## src/rtl/usb_rx.sv

```systemverilog
// Full-speed USB receiver: synchronises D+/D-, recovers bit timing from D+ edges,
// NRZI-decodes, validates SYNC/PID and streams payload bytes LSB-first into the FIFO.
module usb_rx #(
  parameter int CLKS_PER_BIT = 8,
  parameter int SAMPLE_PT    = 3,
  parameter int MAX_BYTES    = 64
) (
  input  logic       clk,
  input  logic       rst,
  input  logic       Dplus_in,
  input  logic       Dminus_in,
  input  logic [6:0] buffer_occupancy,
  output logic [3:0] rx_packet,
  output logic       rx_transfer_active,
  output logic       rx_data_ready,
  output logic       rx_error,
  output logic       flush,
  output logic       store_rx_packet_data,
  output logic [7:0] rx_packet_data
);

  localparam logic [2:0] ST_IDLE     = 3'd0;
  localparam logic [2:0] ST_SYNC     = 3'd1;
  localparam logic [2:0] ST_PID      = 3'd2;
  localparam logic [2:0] ST_DATA     = 3'd3;
  localparam logic [2:0] ST_EOP      = 3'd4;
  localparam logic [2:0] ST_EOP_IDLE = 3'd5;
  localparam logic [2:0] ST_ERR_WAIT = 3'd6;

  localparam int CW = $clog2(CLKS_PER_BIT);

  logic [2:0]    state;
  logic          dp_s1, dp_s2, dp_d;
  logic          dm_s1, dm_s2;
  logic [CW-1:0] clk_cnt;
  logic [CW-1:0] cnt_now;
  logic          dp_edge, dp_fall, sample, se0, is_j, nrzi_bit;
  logic          prev_dp;
  logic [6:0]    shift_q;
  logic [7:0]    byte_now;
  logic [2:0]    bit_idx;
  logic          eop_seen, is_data, err_se0;
  logic [3:0]    pid_lo, pid_hi;
  logic          pid_legal, pid_is_data;

  // The bit clock is recovered by restarting the phase counter on every D+ edge.
  assign dp_edge  = dp_s2 ^ dp_d;
  assign dp_fall  = dp_d & ~dp_s2;
  assign cnt_now  = dp_edge ? '0 : clk_cnt;
  assign sample   = (cnt_now == CW'(SAMPLE_PT));
  assign se0      = ~dp_s2 & ~dm_s2;
  assign is_j     = dp_s2 & ~dm_s2;
  assign nrzi_bit = (dp_s2 == prev_dp);
  assign byte_now = {nrzi_bit, shift_q};

  assign pid_lo      = byte_now[3:0];
  assign pid_hi      = byte_now[7:4];
  assign pid_is_data = (pid_lo == 4'b0011) || (pid_lo == 4'b1011);
  assign pid_legal   = (pid_hi == ~pid_lo) &&
                       (pid_is_data || pid_lo == 4'b0010 || pid_lo == 4'b1010);

  always_ff @(posedge clk or posedge rst) begin
    if (rst) begin
      state                <= ST_IDLE;
      dp_s1                <= 1'b1;
      dp_s2                <= 1'b1;
      dp_d                 <= 1'b1;
      dm_s1                <= 1'b0;
      dm_s2                <= 1'b0;
      clk_cnt              <= '0;
      prev_dp              <= 1'b1;
      shift_q              <= '0;
      bit_idx              <= '0;
      eop_seen             <= 1'b0;
      is_data              <= 1'b0;
      err_se0              <= 1'b0;
      rx_packet            <= 4'b0000;
      rx_transfer_active   <= 1'b0;
      rx_data_ready        <= 1'b0;
      rx_error             <= 1'b0;
      flush                <= 1'b0;
      store_rx_packet_data <= 1'b0;
      rx_packet_data       <= 8'h00;
    end else begin
      dp_s1   <= Dplus_in;
      dp_s2   <= dp_s1;
      dp_d    <= dp_s2;
      dm_s1   <= Dminus_in;
      dm_s2   <= dm_s1;
      clk_cnt <= (cnt_now == CW'(CLKS_PER_BIT - 1)) ? '0 : cnt_now + 1'b1;

      flush                <= 1'b0;
      store_rx_packet_data <= 1'b0;
      rx_data_ready        <= 1'b0;
      if (sample) prev_dp <= dp_s2;
      if (state != ST_ERR_WAIT) err_se0 <= 1'b0;

      case (state)
        ST_IDLE: begin
          if (dp_fall) begin
            state              <= ST_SYNC;
            rx_transfer_active <= 1'b1;
            rx_error           <= 1'b0;
            rx_packet          <= 4'b0000;
            bit_idx            <= '0;
            prev_dp            <= 1'b1;
          end
        end
        ST_SYNC: begin
          if (sample) begin
            shift_q <= byte_now[7:1];
            bit_idx <= bit_idx + 1'b1;
            if (se0 || (bit_idx == 3'd7 && byte_now != 8'h80)) begin
              state <= ST_ERR_WAIT; rx_error <= 1'b1; rx_transfer_active <= 1'b0;
            end else if (bit_idx == 3'd7) begin
              state <= ST_PID;
            end
          end
        end
        ST_PID: begin
          if (sample) begin
            shift_q <= byte_now[7:1];
            bit_idx <= bit_idx + 1'b1;
            if (se0 || (bit_idx == 3'd7 && !pid_legal)) begin
              state <= ST_ERR_WAIT; rx_error <= 1'b1; rx_transfer_active <= 1'b0;
            end else if (bit_idx == 3'd7) begin
              rx_packet <= pid_lo;
              is_data   <= pid_is_data;
              eop_seen  <= 1'b0;
              flush     <= pid_is_data;
              state     <= pid_is_data ? ST_DATA : ST_EOP;
            end
          end
        end
        ST_DATA: begin
          if (sample) begin
            if (se0) begin
              if (bit_idx == 3'd0) begin
                state    <= ST_EOP;
                eop_seen <= 1'b1;
              end else begin
                state <= ST_ERR_WAIT; rx_error <= 1'b1; rx_transfer_active <= 1'b0;
              end
            end else begin
              shift_q <= byte_now[7:1];
              bit_idx <= bit_idx + 1'b1;
              // A full FIFO turns the overflowing byte into a packet error.
              if (bit_idx == 3'd7) begin
                if (buffer_occupancy == 7'(MAX_BYTES)) begin
                  state <= ST_ERR_WAIT; rx_error <= 1'b1; rx_transfer_active <= 1'b0;
                end else begin
                  store_rx_packet_data <= 1'b1;
                  rx_packet_data       <= byte_now;
                end
              end
            end
          end
        end
        ST_EOP: begin
          if (sample) begin
            if (!se0) begin
              state <= ST_ERR_WAIT; rx_error <= 1'b1; rx_transfer_active <= 1'b0;
            end else if (eop_seen) begin
              state <= ST_EOP_IDLE;
            end else begin
              eop_seen <= 1'b1;
            end
          end
        end
        ST_EOP_IDLE: begin
          if (sample) begin
            if (is_j) begin
              state              <= ST_IDLE;
              rx_transfer_active <= 1'b0;
              rx_data_ready      <= is_data;
            end else begin
              state <= ST_ERR_WAIT; rx_error <= 1'b1; rx_transfer_active <= 1'b0;
            end
          end
        end
        ST_ERR_WAIT: begin
          rx_error           <= 1'b1;
          rx_transfer_active <= 1'b0;
          if (sample) begin
            if (se0)                 err_se0 <= 1'b1;
            else if (is_j && err_se0) state  <= ST_IDLE;
            else                     err_se0 <= 1'b0;
          end
        end
        default: state <= ST_IDLE;
      endcase
    end
  end

endmodule

```

## config.mk

```make
export PLATFORM = sky130hd
export DESIGN_NAME = usb_rx
export DESIGN_NICKNAME = d
export VERILOG_FILES = /design/src/rtl/usb_rx.sv
export SDC_FILE = /design/constraint.sdc
export NUM_CORES = 1
export LEC_CHECK = 0
export BUFFER_PORTS_ARGS = -buffer_cell sky130_fd_sc_hd__buf_2
export CAP_MARGIN = 20
export CORE_MARGIN = 10
export CORE_UTILIZATION = 45
export DETAILED_ROUTE_END_ITERATION = 12
export GPL_ROUTABILITY_DRIVEN = 0
export PLACE_DENSITY = 0.76
export RECOVER_POWER = 25
export SYNTH_ARGS = -nofsm -noshare
export SYNTH_HDL_FRONTEND = slang
export SYNTH_SLANG_ARGS = --single-unit
```

## constraint.sdc

```tcl
create_clock -name clk -period 6.43 [get_ports clk]
set_input_delay 1.6075 -clock clk [delete_from_list [all_inputs] [get_ports clk]]
set_output_delay 1.6075 -clock clk [all_outputs]
set_load 0.05 [all_outputs]
```

Word-level counts from Yosys, hierarchy flattened. Index checks and enable logic that the tools add are counted.

Magnitude comparators: 0. Div/mod/pow operators: 0. Equality and inequality tests: 44. Shift-type cells: 0. Multiplexer cells: 96. Bitwise operators: 10. Multipliers: 0. Add/subtract/negate cells: 2. Reduce and logical (&&, ||, !) cells: 27.

Operators with widths (number): $mux W3 (26); $mux W1 (55); $ne A2 B2 Y1 const B (19); $reduce_and A14 Y1 (2); $mux W7 (3); $ne A3 B3 Y1 const B (7); $pmux W3 S7 (1); $mux W4 (4); $eq A3 B3 Y1 const B (5); $reduce_and A5 Y1 (3); $pmux W1 S7 (2); $pmux W7 S2 (1); $reduce_and A13 Y1 (1); $eq A3 B2 Y1 const B (3); $pmux W3 S3 (1); $reduce_and A9 Y1 (1); $eq A4 B2 Y1 const B (2); $eq A4 B4 Y1 const B (2); $ne A8 B8 Y1 const B (1); $pmux W4 S2 (1); $reduce_and A4 Y1 (2); $eq A7 B7 Y1 const B (1); $reduce_bool A7 Y1 (1); $add A3 B1 Y3 const B (2); other kinds (17) (33).

Memories: 0. Bits of input ports: 11. Word-level logic and storage cells: 199. Latch bits: 0. ROM bits: 0. Bits in writable memories: 0. Flip-flop bits (word level): 42.

Depth between registers and ports, before layout. Gate-level depths: netlist of run 1.

Depth after elaboration: 11. Mapped depth: 11.

Least setup slack after synthesis of run 1. OpenSTA, ideal clock, no wires.

Kind: input to register. Start: input buffer_occupancy[2]. End: register state[0]. Path buffers: 0. Cell stages on the path: 5. Setup time: 0.125 ns. Arrival: 2.846 ns. Setup slack: 3.459 ns. Path through: nor4b_1 > nand3_1 > a221oi_1 > o211ai_1 > mux2_2.

Word-level cells in the longest chain between the ends: 3.

Ends and longest elaborated chain: start, declared (RTL line 12) `input logic [6:0] buffer_occupancy,`; $eq A7 B7 Y1 (RTL line 149) `if (buffer_occupancy == 7'(MAX_BYTES)) begin`; $ne A3 B3 Y1 (no line); $reduce_and A14 Y1 (no line); end signal, assigned (RTL line 131) `state <= pid_is_data ? ST_DATA : ST_EOP;`; end, declared (RTL line 32) `logic [2:0] state;`.

No other way between the ends. A chain may end at the register's enable or synchronous reset.

==> flow_summary.ini, run 1 <==
[setup_path]
path_max_fanout = 42
crit_chain = buf_2 -> inv_1 -> clkbuf_1
critPathCaptureType = async pin
critPathKind = in -> async
cp_top_family = buffers and inverters
worstSetupStartpointType = primary input
worstPathArrival_ns = 3.30
crit_path_max_incr_delay_ns = 1.54
crit_slowest_cell = clkbuf_1
crit_buf_inv = 3
crit_required_ns = 6.40

[floorplan]
dieArea_um2 = 7890
num_rows = 24
fp.dieH_um = 88.8
pin_count = 28
fp.dieW_um = 88.8
core_um2 = 4470
start_util = 0.477

[yosys]
synth_fa_ha_area_frac = 0.0352
synth_edf_count = 0
yosysWarnings = 0
synth-simple-area-share = 0.156
synth_fp_nets = 209
syn_area_per_cell_um2 = 11.1
syn_area_um2 = 2130
ys.flop_type = dfrtp_1
synth-seq-cells = 42
synth_xor_area_frac = 0.0194
synth.top_cell.area_share = 0.446
seq_area_frac_synth = 0.495
syn_inst = 192
synth_compound_area_frac = 0.144
synthMuxAreaShare = 0.110
yosysUniqueCellTypes = 48
synth_area_leaders = dfrtp_1, mux2_2, dfstp_2
synth_top_family_by_area = simple AND/OR/NAND/NOR gates
synthArstFlopShare = 1.00
synth_area_leader_cell = dfrtp_1

[power]
p_leak_nw = 1.17
p_total_mw = 0.870
power.density_nw_per_um2 = 360
vdd_drop_max_mv = 0.197

[clock_tree]
cts_tree = done
cts_post_setup_buffers_inserted = 0
cts_resized = 0
cts.sink_count = 42
clockRootBuffer = clkbuf_8
clk_path_buf_depth = 2
cts_max_level = 2
cts_hold_buf = 0
clkTransAtPathRegs_ns = 0.08
numCtsBuffers = 5
worstSkewPairLatency_ns = 0.29

[finish]
stdcell_count = 272
final_cell_mix = dfrtp_1, buf_2, mux2_2
drive_gt1_frac = 0.286
final_nets = 236
area_delta_synth_final_pct = 13.2
diodes = 0
layout_commonest_cell = dfrtp_1

[global_routing]
grt_max_degree = 43
overflow = 0
grt_pass1_wl_um = 7250
antenna_found_initial = 0
grt_pass1_vias = 1573
track_usage = 0.113

[routing]
drc_errors = 0
routed_via_density = 5.74
vias = 1562
drt-initial-drc-count = 305
routed_wl_um = 4390
route.detailed.wl_per_inst_um = 16.1
first_pass_iters = 9
final_antenna_net_count = 0

[outcome]
status = finished with violations
violations = max-capacitance violations, max-slew violations

[placed_design]
hpwl_um = 3170
dp_cells = 264
port_buffers = 27

[timing]
period_minus_slack_ns = 3.33
fin_crit_sh = 0.518
hold_viol_final = 0
fmax_mhz = 300
max_slew_margin = -0.445
rsz0062_at_grt = false
setup_viol_count_final = 0
report.final.slew_viol_count = 43
clock_skew_ns = 0.00504
fin_setup_tns_ns = 0
tightest_slew_ns = 2.17

[worst_hold_path]
hold_class = reg -> reg

[job]
maxCapViolCount = 1
==> flip-flops by register name, indices dropped and copies added, names as in the netlist, 3 cells and up <==
signal	count
bit_idx	3
clk_cnt	3
shift_q	7
rx_packet_data	8
rx_packet	4
state	3
==> layer usage <==
metal	global-route usage	wire length (µm)	up-vias
met1	0.136	1850	750
met3	0.0460	365	4
met4	0.0264	31	0
met2	0.185	2140	59
met5	0	0	-
li1	-	-	749
==> worst register-to-register path: stages, from the launching register on <==
cell      delay (ns)
dfstp_1         0.75
inv_1           0.09
ha_1            0.33
and2_0          0.16
ha_1            0.15
ha_1            0.45
o22ai_1         0.19
a221oi_1        0.37
o211ai_1        0.23
mux2_2          0.33
==> power by group <==
part	internal (mW)	total, mW	leakage [nW]	switching [mW]
combinational	0.122	0.285	0.560	0.163
sequential	0.307	0.371	0.549	0.0636
clock	0.127	0.214	0.0585	0.0871
==> area by class of cell <==
| cell class | instances | area (µm²) |
|---|---|---|
| clock buffer | 7 | 86.3 |
| clock inverter | 1 | 30.0 |
| fill | 367 | 2060 |
| inverter | 13 | 48.8 |
| multi-input combinational | 129 | 988 |
| sequential | 42 | 1060 |
| tap | 52 | 65.1 |
| timing repair buffer | 28 | 139 |
==> path summary, 6_finish.rpt <==
| path | start | cells after the start | slack, ns | to |
|---|---|---|---|---|
| max | rst | 3 | 3.10 | rx_error |
| min | dm_s1 | 0 | 0.35 | dm_s2 |
| max reg2reg | dp_s2 | 9 | 3.28 | state[0] |
| min reg2reg | dm_s1 | 0 | 0.35 | dm_s2 |
| max in group clk | dp_s2 | 9 | 3.28 | state[0] |
| min in group asynchronous | rst | 3 | 2.10 | flush |
==> cells in the mapped netlist (all sizes together) (2+ instances only) <==
cell type and n:
dfrtp 38, mux2 19, inv 13, nor2 11
nand2 8, o21ai 8, nor3 7, clkbuf 6
ha 6, nand3 6, a21oi 5, a22o 4
and2 4, dfstp 4, nand2b 4, a21boi 3
nor2b 3, nor4 3, o21a 3, o22ai 3
a31oi 2, and3 2, buf 2, mux2i 2
nand3b 2, nor4b 2, o2111ai 2, o221ai 2
xnor2 2
==> logic make-up (layout without fill, tap and decap cells) <==
| logic type | Yosys count | after routing |
|---|---|---|
| multiplexers | 21 | 21 |
| XOR/XNOR | 3 | 3 |
| AO/OA/AOI/OAI | 42 | 42 |
| buffers and inverters | 21 | 49 |
| AND/OR/NAND/NOR | 57 | 57 |
| adder cells (fa/ha/maj) | 6 | 6 |
| flip-flops | 42 | 42 |
==> metrics by stage <==
step | hold WS, ns | util | cell area [µm²] | setup WS [ns]
3_5_place_dp | 0.338 | 0.514 | 2300 | 3.21
2_1_floorplan | 0.331 | - | 2130 | 3.46
3_3_place_gp | 0.336 | 0.514 | 2300 | 3.24
4_1_cts | 0.355 | 0.540 | 2420 | 3.42
6_report | 0.352 | 0.539 | 2410 | 3.10
5_1_grt | 0.372 | 0.539 | 2410 | 2.62
(Power assumes the default switching activity.)
==> run 2, diff against run 1 <==
- PLACE_DENSITY: 0.76 -> 0.78
- clock period: 6.43 -> 2.7 ns (I/O delays scaled with it)
==> run 2 against run 1 <==
Against the previous run:
- the run now ends clean
- setup slack got worse by 3.0 ns
- wire length increased by 8.9%
- critical path type is now reg -> reg
- combinational power increased to 2.5 times the previous value
- flip-flop and latch count unchanged
- first-iteration DRC count decreased by 13%
- clock power increased by 80%
- non-clock buffer count increased by 2
- global-route usage increased by 1.8 points
==> flow_summary.ini, run 2 (synthesis gave the netlist of run 1 again) <==
[setup_path]
crit_chain = inv_1 -> ha_1 -> and2_1 -> ha_1 -> ha_1 -> a211oi_1 -> a221oi_2 -> o211ai_1 -> mux2_2
cpMostUsedCell = ha_1
regToRegSetupSlack_ns = 0.14
crit_end = state[0]
path_max_fanout = 5
crit_path_max_incr_delay_ns = 0.53
crit_required_ns = 2.88
worstPathArrival_ns = 2.75
worstSetupStartpointType = flip-flop
worstSetupStartpoint = dp_s2
crit_slowest_cell = dfstp_2
rr_worst_depth = 9
critPathKind = reg -> reg
critPathCaptureType = flip-flop
r2r_start = dp_s2
r2r_end = state[0]

[global_routing]
grt_pass1_vias = 1634
antenna_found_initial = 0
track_usage = 0.131
grt_pass1_wl_um = 8130
overflow = 0
grt_max_degree = 43

[routing]
drt-initial-drc-count = 264
route.detailed.wl_per_inst_um = 17.4
first_pass_iters = 5
final_antenna_net_count = 0
vias = 1620
drc_errors = 0
routed_via_density = 5.91
routed_wl_um = 4780

[placed_design]
place_area_um2 = 2320
dp_cells = 266
port_buffers = 27
hpwl_um = 3410

[finish]
layout_commonest_cell = dfrtp_1
stdcell_count = 274
largest_reg_flops = 8
final_cell_mix = dfrtp_1, buf_2, mux2_2
final_nets = 238
diodes = 0
largestRegisters = rx_packet_data: 8 flops, shift_q: 7 flops, rx_packet: 4 flops
post-route-util = 0.538
top_register = rx_packet_data
drive_gt1_frac = 0.311
postLayoutCellArea_um2 = 2410
area_delta_synth_final_pct = 13.0

[clock_tree]
cts_post_setup_buffers_inserted = 0
cts.sink_count = 42
clk_path_buf_depth = 2
worstSkewPairLatency_ns = 0.30
clockRootBuffer = clkbuf_8
cts_hold_buf = 0
clkTransAtPathRegs_ns = 0.07
numCtsBuffers = 5
cts_resized = 0
cts_max_level = 2
cts_tree = done

[floorplan]
pin_count = 28
core_um2 = 4470
fp.dieH_um = 88.8
dieArea_um2 = 7890
num_rows = 24
fp.dieW_um = 88.8
start_util = 0.477

[timing]
report.final.slew_viol_count = 0
hold_ws_ns = 0.361
setup_viol_count_final = 0
fin_crit_sh = 0.949
fmax_mhz = 390
hold_viol_final = 0
max_slew_margin = 0.324
tightest_slew_ns = 1.01
period_minus_slack_ns = 2.56
clock_skew_ns = 0.00726
fin_setup_tns_ns = 0

[power]
p_leak_nw = 1.17
power.density_nw_per_um2 = 822
vdd_drop_max_mv = 0.430

[job]
maxCapViolCount = 0

[outcome]
status = finished, final reports clean

[worst_hold_path]
hold_class = reg -> reg
## run 2: worst min path at each step
stage | start | end | slack (ns) | cells past startpoint
6_report | dm_s1 | dm_s2 | 0.36 | 0
4_1_cts | dm_s1 | dm_s2 | 0.36 | 0
2_1_floorplan | dm_s1 | dm_s2 | 0.33 | 0
3_5_place_dp | dm_s1 | dm_s2 | 0.35 | 0
3_3_place_gp | dm_s1 | dm_s2 | 0.33 | 0
5_1_grt | dp_s1 | dp_s2 | 0.37 | 0
## run 2: critical path: cells and delay by family, from the launching register on
kind	cells	cell delay, ns
AO/OA/AOI/OAI	3	0.58
adder cells (fa/ha/maj)	3	0.75
buffers and inverters	1	0.04
flip-flops	1	0.53
multiplexers	1	0.38
AND/OR/NAND/NOR	1	0.19
## run 2: per-stage QoR
step	total power, mW	setup slack, ns
2_1_floorplan	1.41	0.195
3_3_place_gp	1.55	0.237
3_5_place_dp	1.57	0.117
4_1_cts	1.96	0.101
5_1_grt	2.10	-0.00485
6_report	1.98	0.138
## run 2: area by class of cell
type                            instances  area [µm²]
Clock buffer                            6        72.6
Clock inverter                          2        10.0
Fill cell                             379        2070
Inverter                               13        48.8
Multi-Input combinational cell        129        1000
Sequential cell                        42        1060
Tap cell                               52        65.1
Timing Repair Buffer                   30         155
## run 2: report_power, final
group	internal, mW	total [mW]	leakage, nW	switching [mW]
registers	0.731	0.882	0.549	0.151
logic	0.303	0.713	0.579	0.409
clock network	0.179	0.386	0.0450	0.207
## run 2: layer usage
layer  vias up  GRT usage  routed length, µm
met1       787      0.166               1940
met4         0     0.0529                 63
met2        75      0.208               2430
met3         8     0.0322                343
li1        750          -                  -
met5         -          0                  0
